==> src/rtl/inst_encoder_pkg.sv <==
// Shared types for the RV32I instruction encoder: format codes, FSM states, field bundle.
package inst_encoder_pkg;
  localparam int WORD_W = 32;

  localparam logic [2:0] IMM_I = 3'd1;
  localparam logic [2:0] IMM_S = 3'd2;
  localparam logic [2:0] IMM_B = 3'd3;
  localparam logic [2:0] IMM_U = 3'd4;
  localparam logic [2:0] IMM_J = 3'd5;
  localparam logic [2:0] IMM_R = 3'd6;

  localparam logic [WORD_W-1:0] ZERO_WORD = '0;

  typedef enum logic [1:0] {ENC_IDLE, ENC_RUN, ENC_DRAIN} enc_state_e;

  typedef struct packed {
    logic [2:0]  fmt;
    logic [6:0]  opcode;
    logic [4:0]  rd;
    logic [4:0]  rs1;
    logic [4:0]  rs2;
    logic [2:0]  funct3;
    logic [6:0]  funct7;
    logic [31:0] imm;
  } fields_t;
endpackage

==> src/rtl/inst_pack.sv <==
// Combinational field packer: builds the RV32I word and flags immediates the format cannot hold.
module inst_pack
  import inst_encoder_pkg::*;
(
  input  fields_t           f_i,
  output logic [WORD_W-1:0] inst_o,
  output logic              illegal_o
);
  logic [31:0] imm;
  assign imm = f_i.imm;

  always_comb begin
    inst_o    = ZERO_WORD;
    illegal_o = 1'b0;
    case (f_i.fmt)
      IMM_R: inst_o = {f_i.funct7, f_i.rs2, f_i.rs1, f_i.funct3, f_i.rd, f_i.opcode};
      IMM_I: begin
        inst_o    = {imm[11:0], f_i.rs1, f_i.funct3, f_i.rd, f_i.opcode};
        illegal_o = !(&imm[31:11] || ~|imm[31:11]);
      end
      IMM_S: begin
        inst_o    = {imm[11:5], f_i.rs2, f_i.rs1, f_i.funct3, imm[4:0], f_i.opcode};
        illegal_o = !(&imm[31:11] || ~|imm[31:11]);
      end
      IMM_B: begin
        inst_o    = {imm[12], imm[10:5], f_i.rs2, f_i.rs1, f_i.funct3, imm[4:1], imm[11], f_i.opcode};
        illegal_o = !(&imm[31:12] || ~|imm[31:12]) || imm[0];
      end
      IMM_U: begin
        inst_o    = {imm[31:12], f_i.rd, f_i.opcode};
        illegal_o = |imm[11:0];
      end
      IMM_J: begin
        inst_o    = {imm[20], imm[10:1], imm[11], imm[19:12], f_i.rd, f_i.opcode};
        illegal_o = !(&imm[31:20] || ~|imm[31:20]) || imm[0];
      end
      default: illegal_o = 1'b1;
    endcase
  end
endmodule

==> src/rtl/inst_encoder.sv <==
// Burst instruction encoder: accepts field bundles and emits (address, word) writes through
// a one-entry output register, counting illegal immediates per burst.
module inst_encoder
  import inst_encoder_pkg::*;
#(
  parameter int ADDR_W = 32,
  parameter int CNT_W  = 16
) (
  input  logic              clk,
  input  logic              rst,
  input  logic              start_i,
  input  logic [ADDR_W-1:0] base_i,
  input  logic [CNT_W-1:0]  len_i,
  input  logic              in_valid_i,
  output logic              in_ready_o,
  input  logic [2:0]        fmt_i,
  input  logic [6:0]        opcode_i,
  input  logic [4:0]        rd_i,
  input  logic [4:0]        rs1_i,
  input  logic [4:0]        rs2_i,
  input  logic [2:0]        funct3_i,
  input  logic [6:0]        funct7_i,
  input  logic [31:0]       imm_i,
  output logic              out_valid_o,
  input  logic              out_ready_i,
  output logic [ADDR_W-1:0] addr_o,
  output logic [WORD_W-1:0] inst_o,
  output logic              err_o,
  output logic              busy_o,
  output logic              done_o,
  output logic [CNT_W-1:0]  err_cnt_o
);
  enc_state_e        state_q, state_d;
  logic [ADDR_W-1:0] next_addr_q, addr_q;
  logic [CNT_W-1:0]  rem_q, err_cnt_q;
  logic [WORD_W-1:0] inst_q;
  logic              out_valid_q, err_q, zero_done_q;

  fields_t           fields;
  logic [WORD_W-1:0] packed_inst;
  logic              packed_illegal;
  logic              accept, beat_taken, start_ok;

  assign fields = '{fmt: fmt_i, opcode: opcode_i, rd: rd_i, rs1: rs1_i, rs2: rs2_i,
                    funct3: funct3_i, funct7: funct7_i, imm: imm_i};

  inst_pack u_pack (.f_i(fields), .inst_o(packed_inst), .illegal_o(packed_illegal));

  assign in_ready_o = (state_q == ENC_RUN) && (rem_q != '0) && (!out_valid_q || out_ready_i);
  assign accept     = in_valid_i && in_ready_o;
  assign beat_taken = out_valid_q && out_ready_i;
  assign start_ok   = (state_q == ENC_IDLE) && start_i && (len_i != '0);

  always_comb begin
    state_d = state_q;
    case (state_q)
      ENC_IDLE:  if (start_ok) state_d = ENC_RUN;
      ENC_RUN:   if (accept && rem_q == CNT_W'(1)) state_d = ENC_DRAIN;
      ENC_DRAIN: if (beat_taken) state_d = ENC_IDLE;
      default:   state_d = ENC_IDLE;
    endcase
  end

  always_ff @(posedge clk) begin
    if (rst) state_q <= ENC_IDLE;
    else     state_q <= state_d;
  end

  always_ff @(posedge clk) begin
    if (rst) begin
      next_addr_q <= '0;
      rem_q       <= '0;
      err_cnt_q   <= '0;
      addr_q      <= '0;
      inst_q      <= '0;
      out_valid_q <= 1'b0;
      err_q       <= 1'b0;
      zero_done_q <= 1'b0;
    end else begin
      zero_done_q <= (state_q == ENC_IDLE) && start_i && (len_i == '0);
      if (start_ok) begin
        next_addr_q <= {base_i[ADDR_W-1:2], 2'b00};
        rem_q       <= len_i;
        err_cnt_q   <= '0;
      end
      if (accept) begin
        next_addr_q <= next_addr_q + ADDR_W'(4);
        rem_q       <= rem_q - CNT_W'(1);
        if (packed_illegal && err_cnt_q != '1) err_cnt_q <= err_cnt_q + CNT_W'(1);
        addr_q      <= next_addr_q;
        inst_q      <= packed_inst;
        err_q       <= packed_illegal;
        out_valid_q <= 1'b1;
      end else if (out_ready_i) begin
        // Beat consumed with nothing behind it: hold data, drop the qualifiers.
        out_valid_q <= 1'b0;
        err_q       <= 1'b0;
      end
    end
  end

  assign out_valid_o = out_valid_q;
  assign addr_o      = addr_q;
  assign inst_o      = inst_q;
  assign err_o       = err_q;
  assign err_cnt_o   = err_cnt_q;
  assign busy_o      = (state_q != ENC_IDLE);
  assign done_o      = zero_done_q || ((state_q == ENC_DRAIN) && beat_taken);
endmodule

==> config.mk <==
export PLATFORM = sky130hd
export DESIGN_NAME = inst_encoder
export DESIGN_NICKNAME = d
export VERILOG_FILES = /design/src/rtl/inst_encoder_pkg.sv /design/src/rtl/inst_pack.sv /design/src/rtl/inst_encoder.sv
export SDC_FILE = /design/constraint.sdc
export NUM_CORES = 1
export LEC_CHECK = 0
export CORE_MARGIN = 5
export CORE_UTILIZATION = 47
export DETAILED_ROUTE_END_ITERATION = 16
export PLACE_DENSITY = 0.81
export SYNTH_ARGS = -nofsm -noshare
export SYNTH_HDL_FRONTEND = slang
export SYNTH_SLANG_ARGS = --single-unit
==> constraint.sdc <==
create_clock -name clk -period 2.75 [get_ports clk]
set_input_delay 0.6875 -clock clk [delete_from_list [all_inputs] [get_ports clk]]
set_output_delay 0.6875 -clock clk [all_outputs]
set_load 0.01 [all_outputs]
==> impl_metrics.ini, run 1 <==
[routing]
avgViaCountPerCell = 5.802
firstDrtPassIters = 5
vias = 7339
antenna_left = 0
wirelength_um = 22060
drc = 0
drt_iter0_markers = 545
avgRoutedWirePerCell_um = 17.44

[clocking]
cts_buffer_depth = 2
cts_buffers = 17
clock_latency_ps = 420
cts_num_sinks = 129
cts_tree = yes
cts_hold_buf = 0
htree_levels = 4
cts-root-buf = clkbuf_16
cts.reportedPaths.clkPinSlew_ps = 60

[synthesis]
synth_top_cell_by_area = dfxtp_1
synth_area_leaders = dfxtp_1 41%, a21oi_1 8.6%, nand2_1 6.5%
synth_top_area_share_pct = 40.79
synthCells = 820
ys_seq_elements = 129
yosysMostFrequentCell = dfxtp_1
synth_flop_cell = dfxtp_1
synth_cell_types = 61
synth_edf_count = 0
ys_seq_area_share_pct = 40.79
avgSynthCellArea_um2 = 7.721
synth_warnings = 0
async_flop_share_pct = 0
yosys-top-cells-count = 129 x dfxtp_1, 110 x nand2_1, 109 x a21oi_1, 88 x nor2_1, 42 x clkbuf_1
synth.cell_area_mm2 = 0.006331

[finish]
fin_cells = 1265
syn_to_final_growth_pct = 53.83
design_area_mm2 = 0.009739
finish.utilization_pct = 73.55
drive_above_1_share_pct = 13.96
fin_nets = 1201
antenna-diode-count = 0

[setup_path]
critPathLaunchType = register
critPathBufInv = 1
critical_path_required_ps = 2060
end_kind = primary output
cp_max_fo = 2
crit_path_cell_trace = or4_4, or3_4, nor2_4, and3_4, a21oi_2, buf_2
path_class = reg2out
cp_slowest_cell = or4_4
reg2reg_from = rem_q[4]$_SDFFE_PP0P_
crit_path_max_incr_delay_ps = 540
critPathTopFamily = simple AND/OR/NAND/NOR gates
cp-startpoint = rem_q[4]$_SDFFE_PP0P_
worst_ep_arrival_time_ps = 2160

[global_route]
track_usage_pct = 26.56
antenna_found_initial = 0
grt_max_degree = 56
grt_pass1_vias = 6905
grt_pass1_wl_um = 34950
overflow = 0

[sta]
finalMaxSlewViolations = 0
min_period_over_period_pct = 103.6
fin_ws_ps = -98.94
tightest_slew_ps = 756.6
holdWs_ps = 451.4
skew_ps = 5.315
fmaxAchievable_ghz = 0.3510
finalCriticalPeriod_ps = 2849
slew-limit-headroom_pct = 49.46
finalSetupViolations = 1
rsz0062_at_grt = yes
final-hold-violation-count = 0

[placed_design]
placed_cell_area_mm2 = 0.009037
dp.cells = 1230
hpwl_um = 15590
finalWeightedCongestion = 0.9353
numPortBuffers = 200

[pwr]
leakage_nw = 3.602
ir_drop_mv = 0.3639
powerDensity_mw_per_mm2 = 552.4

[floorplanning]
ios = 205
num_rows = 42
initial_core_util_pct = 47.81
coreArea_mm2 = 0.01324
fp.dieArea_mm2 = 0.01589
dieWidth_um = 126.1
die_h_um = 126.1

[flow_run]
maxCapViolations = 0

[status]
violations = negative setup slack
status = finished with violations

[min_path]
hp-class = reg2reg
hold_start = inst_o[4]$_SDFFE_PP0N_
-- state kept, by name (all words and copies together) (netlist names) --
name,count
addr_o,30
state_q,2
next_addr_q,30
rem_q,16
out_valid_o,1
err_cnt_o,16
zero_done_q,1
err_o,1
inst_o,32
-- report_power, final --
group	leakage, nW	total, W	switching [W]	internal [W]
clock network	0.297	0.00236	0.000820	0.00154
registers	1.05	0.00205	0.0000807	0.00196
logic	2.25	0.000975	0.000472	0.000503
-- stage by stage --
step	setup WS (ps)	TNS [ps]	total power, W
floorplan	138.4	0	0.002485
global placement	-480.4	-10150	0.002991
detailed placement	-530.7	-13080	0.003005
CTS	-114.3	-114.3	0.005383
global route	-136.4	-136.4	0.005571
finish	-98.94	-98.94	0.005380
-- kinds of logic (layout without fill, tap and decap cells) --
family	after synthesis	after routing	synth area share, %
compound gates	234	234	23.76
xor+xnor	2	2	0.2767
fa+ha+maj	4	4	0.7905
buf+inv	70	338	4.525
flops	129	129	40.79
mux	12	12	1.976
other cells	1	2	0.05923
simple gates	368	368	27.83
-- area by class of cell --
class,instances,area (um^2)
clock buffer,23,498.0
clock inverter,8,126.4
fill,1041,3503
inverter,12,45.04
multi-input combinational,622,3525
sequential,129,2584
tap,176,220.2
timing repair buffer,295,2741
-- metal layers --
metal	global-route usage (%)	up-vias	wire length, um	share of wire, %
met5	0	-	0	0
met4	8.391	0	405	1.8
met3	5.715	34	1392	6.3
met2	45.13	270	10920	50
met1	33.72	3503	9336	42
li1	-	3532	-	-
-- final timing paths --
kind,to,slack (ps),cells after the start
max,in_ready_o,-100,6
min,inst_o[4]$_SDFFE_PP0N_,450,2
max reg2reg,rem_q[2]$_SDFFE_PP0P_,100,9
min reg2reg,inst_o[4]$_SDFFE_PP0N_,450,2
-- tightest hold or removal path, delay by kind of cell, from the launching register on --
family	cells	cell delay, ps
simple gates	1	50
compound gates	1	50
flops	1	310
-- what timing repair did --
item	4_1_cts	5_1_grt
endpoints found under the setup margin	10	20
setup buffers	2	2
gates resized for setup	12	7
pin swaps	4	3
-- placed cells by master, fill, tap and decap left out, drive strengths merged, types with 3 or more instances in the layout --
cell type,Yosys,final
and4,4,4
nor3,42,42
nor2b,8,8
a221o,7,7
nand3b,4,4
inv,12,12
dfxtp,129,129
a221oi,20,20
o21ai,21,21
mux2,4,4
or3,4,4
nand3,38,38
clkinvlp,0,3
bufinv,0,3
a31oi,13,13
clkbuf,42,23
a21oi,109,109
a211oi,13,13
o211ai,17,17
clkdlybuf4s50,0,196
buf,16,97
nor4,18,18
or4,4,4
a22oi,9,9
nand2b,4,4
and3,17,17
mux2i,8,8
nand2,110,110
nor2,88,88
ha,4,4
nand4,20,20
No activity file was read; power rests on OpenSTA's default activity.
==> run 2: changes to the inputs <==
CORE_UTILIZATION = 48   (was 47)
SYNTH_HIERARCHICAL = 1   (was default)
==> run 2 against run 1 <==
  * Sequential power hardly changed
  * The flow now finishes without violations
  * Via count rose by 7.1%
  * Sequential share of layout area fell by 1.3 points
  * Register-to-register slack better by 210 ps
  * Highest routed layer unchanged
  * Setup slack improved by 160 ps
  * Cell count increased by 5.0%
  * Largest cell class unchanged
==> impl_metrics.ini, run 2 <==
[clocking]
cts.reportedPaths.clkPinSlew_ps = 60
cts_buffers = 17
cts_buffer_depth = 2
htree_levels = 4
cts_num_sinks = 129
cts_tree = yes
cts-root-buf = clkbuf_16
clock_latency_ps = 420
cts_hold_buf = 0

[synthesis]
synth_top_area_share_pct = 37.93
synth-xor-area-share_pct = 0.5145
synthAdderAreaFrac_pct = 0.8820
yosys-top-cells-count = 181 x nand2_1, 129 x dfxtp_1, 106 x a21oi_1, 36 x clkbuf_1, 35 x nand3_1
ys_seq_area_share_pct = 37.93
synthCells = 882
synth_cell_types = 67
async_flop_share_pct = 0
yosysMostFrequentCell = nand2_1
synth_top_cell_by_area = dfxtp_1
synth_compound_area_share_pct = 23.39
synth_top_family_by_area = simple AND/OR/NAND/NOR gates
synth_mux_area_share_pct = 1.525
synth_edf_count = 0
synth-simple-area-share_pct = 31.20
ys_seq_elements = 129
synth.cell_area_mm2 = 0.006809
avgSynthCellArea_um2 = 7.720
synth_warnings = 6
synth_area_leaders = dfxtp_1 38%, nand2_1 10%, a21oi_1 7.8%
synth_flop_cell = dfxtp_1

[finish]
fin_nets = 1259
fillCellCount = 1088
antenna-diode-count = 0
fin_cells = 1328
drive_above_1_share_pct = 14.11
finish.utilization_pct = 73.66
syn_to_final_growth_pct = 50.17
final_cell_mix = 194 x clkdlybuf4s50_1, 180 x nand2_1, 128 x dfxtp_1, 106 x a21oi_1, 90 x buf_4
layout_commonest_cell = clkdlybuf4s50_1
largest_register_ffs = 32

[setup_path]
r2r-end = inst_o[0]$_SDFFE_PP0N_
path_class = in2reg
r2r_setup_slack_ps = 310
worst_ep_arrival_time_ps = 2990
end_kind = register
cp_max_fo = 7
critPathLaunchType = primary input
critical_path_required_ps = 3050
rr_worst_depth = 10
reg2reg_from = rem_q[0]$_SDFFE_PP0P_

[status]
status = completed

[sta]
fin_ws_ps = 56.73
fmaxAchievable_ghz = 0.3713
slew-limit-headroom_pct = 53.50
tightest_slew_ps = 695.0
skew_ps = 9.604
final-hold-violation-count = 0
finalSetupViolations = 0
min_period_over_period_pct = 97.94
rsz0062_at_grt = yes
finalCriticalPeriod_ps = 2693
finalMaxSlewViolations = 0

[placed_design]
hpwl_um = 16940
finalWeightedCongestion = 0.9202
numPortBuffers = 200
dp_slack_ps = -519.7
dp.cells = 1295

[pwr]
pwr-share-clk_pct = 45.0
powerDensity_mw_per_mm2 = 531.9
swShare_pct = 26.07
intPower_w = 0.004021
leakage_nw = 3.693
combPwrFrac_pct = 17.3
p_seq_share_pct = 37.6
p_total_w = 0.005439
ir_drop_mv = 0.4881
p_sw_w = 0.001418

[routing]
drc = 0
drt_iter0_markers = 746
avgRoutedWirePerCell_um = 17.71
antenna_left = 0
wirelength_um = 23510
firstDrtPassIters = 6
vias = 7858
avgViaCountPerCell = 5.917

[floorplanning]
num_rows = 43
ios = 205
fp.dieArea_mm2 = 0.01667
die_h_um = 129.1
coreArea_mm2 = 0.01388
initial_core_util_pct = 49.05
dieWidth_um = 129.1

[global_route]
grt_pass1_vias = 7492
grt_use_met2_pct = 46.19
met1_usage_pct = 36.63
overflow = 0
grt_pass1_wl_um = 37780
grt_max_degree = 104
grtUsageMet3_pct = 5.400
track_usage_pct = 28.00
top_usage_layer = met2
antenna_found_initial = 0

[min_path]
whs_endpoint = addr_o[20]$_SDFFE_PP0N_
hp-class = reg2reg
hold_start = addr_o[20]$_SDFFE_PP0N_
holdPathStages = 2

[flow_run]
maxCapViolations = 0
[run 2: kinds of logic (layout without fill, tap and decap cells)]
logic type / count (synthesis) / after routing
compound gates: 245 / 245
simple gates: 416 / 416
fa+ha+maj: 5 / 5
buf+inv: 72 / 337
xor+xnor: 4 / 4
mux: 10 / 10
other cells: 1 / 2
flops: 129 / 129
[run 2: how the worst max path moves through the flow]
stage               from                       end  cells past startpoint  slack [ps]
2_1_floorplan  imm_i[25]  err_cnt_o[10]$_SDFF_PP0_                      9         190
3_3_place_gp   imm_i[20]  err_cnt_o[15]$_SDFF_PP0_                     10        -460
3_5_place_dp   imm_i[20]   err_cnt_o[9]$_SDFF_PP0_                     10        -520
4_1_cts        imm_i[26]   err_cnt_o[3]$_SDFF_PP0_                     11           6
5_1_grt         fmt_i[0]   err_cnt_o[9]$_SDFF_PP0_                     10         -30
6_report        fmt_i[0]   err_cnt_o[3]$_SDFF_PP0_                     10          60
[run 2: repair_timing]
| item | in CTS | in global routing |
|---|---|---|
| pin swaps | 3 | 2 |
| setup buffers | 0 | 1 |
| resized for setup | 5 | 14 |
| endpoints found under the setup margin | 12 | 16 |
[run 2: area by class of cell]
class	instances	area, um^2	share of cell area, %
clock inverters	12	181.4	1.774
well taps	180	225.2	2.203
multi-input cells	682	3990	39.02
clock buffers	20	466.7	4.564
flip-flops and latches	129	2584	25.27
repair buffers	292	2729	26.69
inverters	13	48.80	0.4772
[run 2: layer usage]
layer  wire, um  share of wire [%]  vias up
met5          0                  0        -
met4        547                2.3        0
met3       1781                7.6       43
met2      11390                 48      349
met1       9795                 42     3696
li1           -                  -     3770
[run 2: worst max-delay path, cell delays in order]
cell and delay (ps):
clkdlybuf4s50_1 560, nor2_1 80, o21ai_0 150, a21oi_1 100
a2111oi_1 390, a211o_2 270, buf_4 130, a311oi_2 80
buf_4 180, a221o_1 350
[run 2: through the flow]
stage	cell area [um^2]	setup TNS, ps	hold slack [ps]
after global routing	10220	-197.8	471.4
after floorplan	6813	0	431.9
after detailed placement	9510	-7536	446.3
after CTS	10160	0	454.1
final	10220	0	452.6
after global placement	9510	-6746	441.0
[run 2: power by group through the flow]
stage | clock network, W | logic, W | registers, W
3_3_place_gp | 0 | 0.000905 | 0.00208
6_report | 0.00245 | 0.000943 | 0.00205
4_1_cts | 0.00247 | 0.000923 | 0.00204
2_1_floorplan | 0 | 0.000432 | 0.00207
5_1_grt | 0.00257 | 0.00101 | 0.00206
3_5_place_dp | 0 | 0.000915 | 0.00208
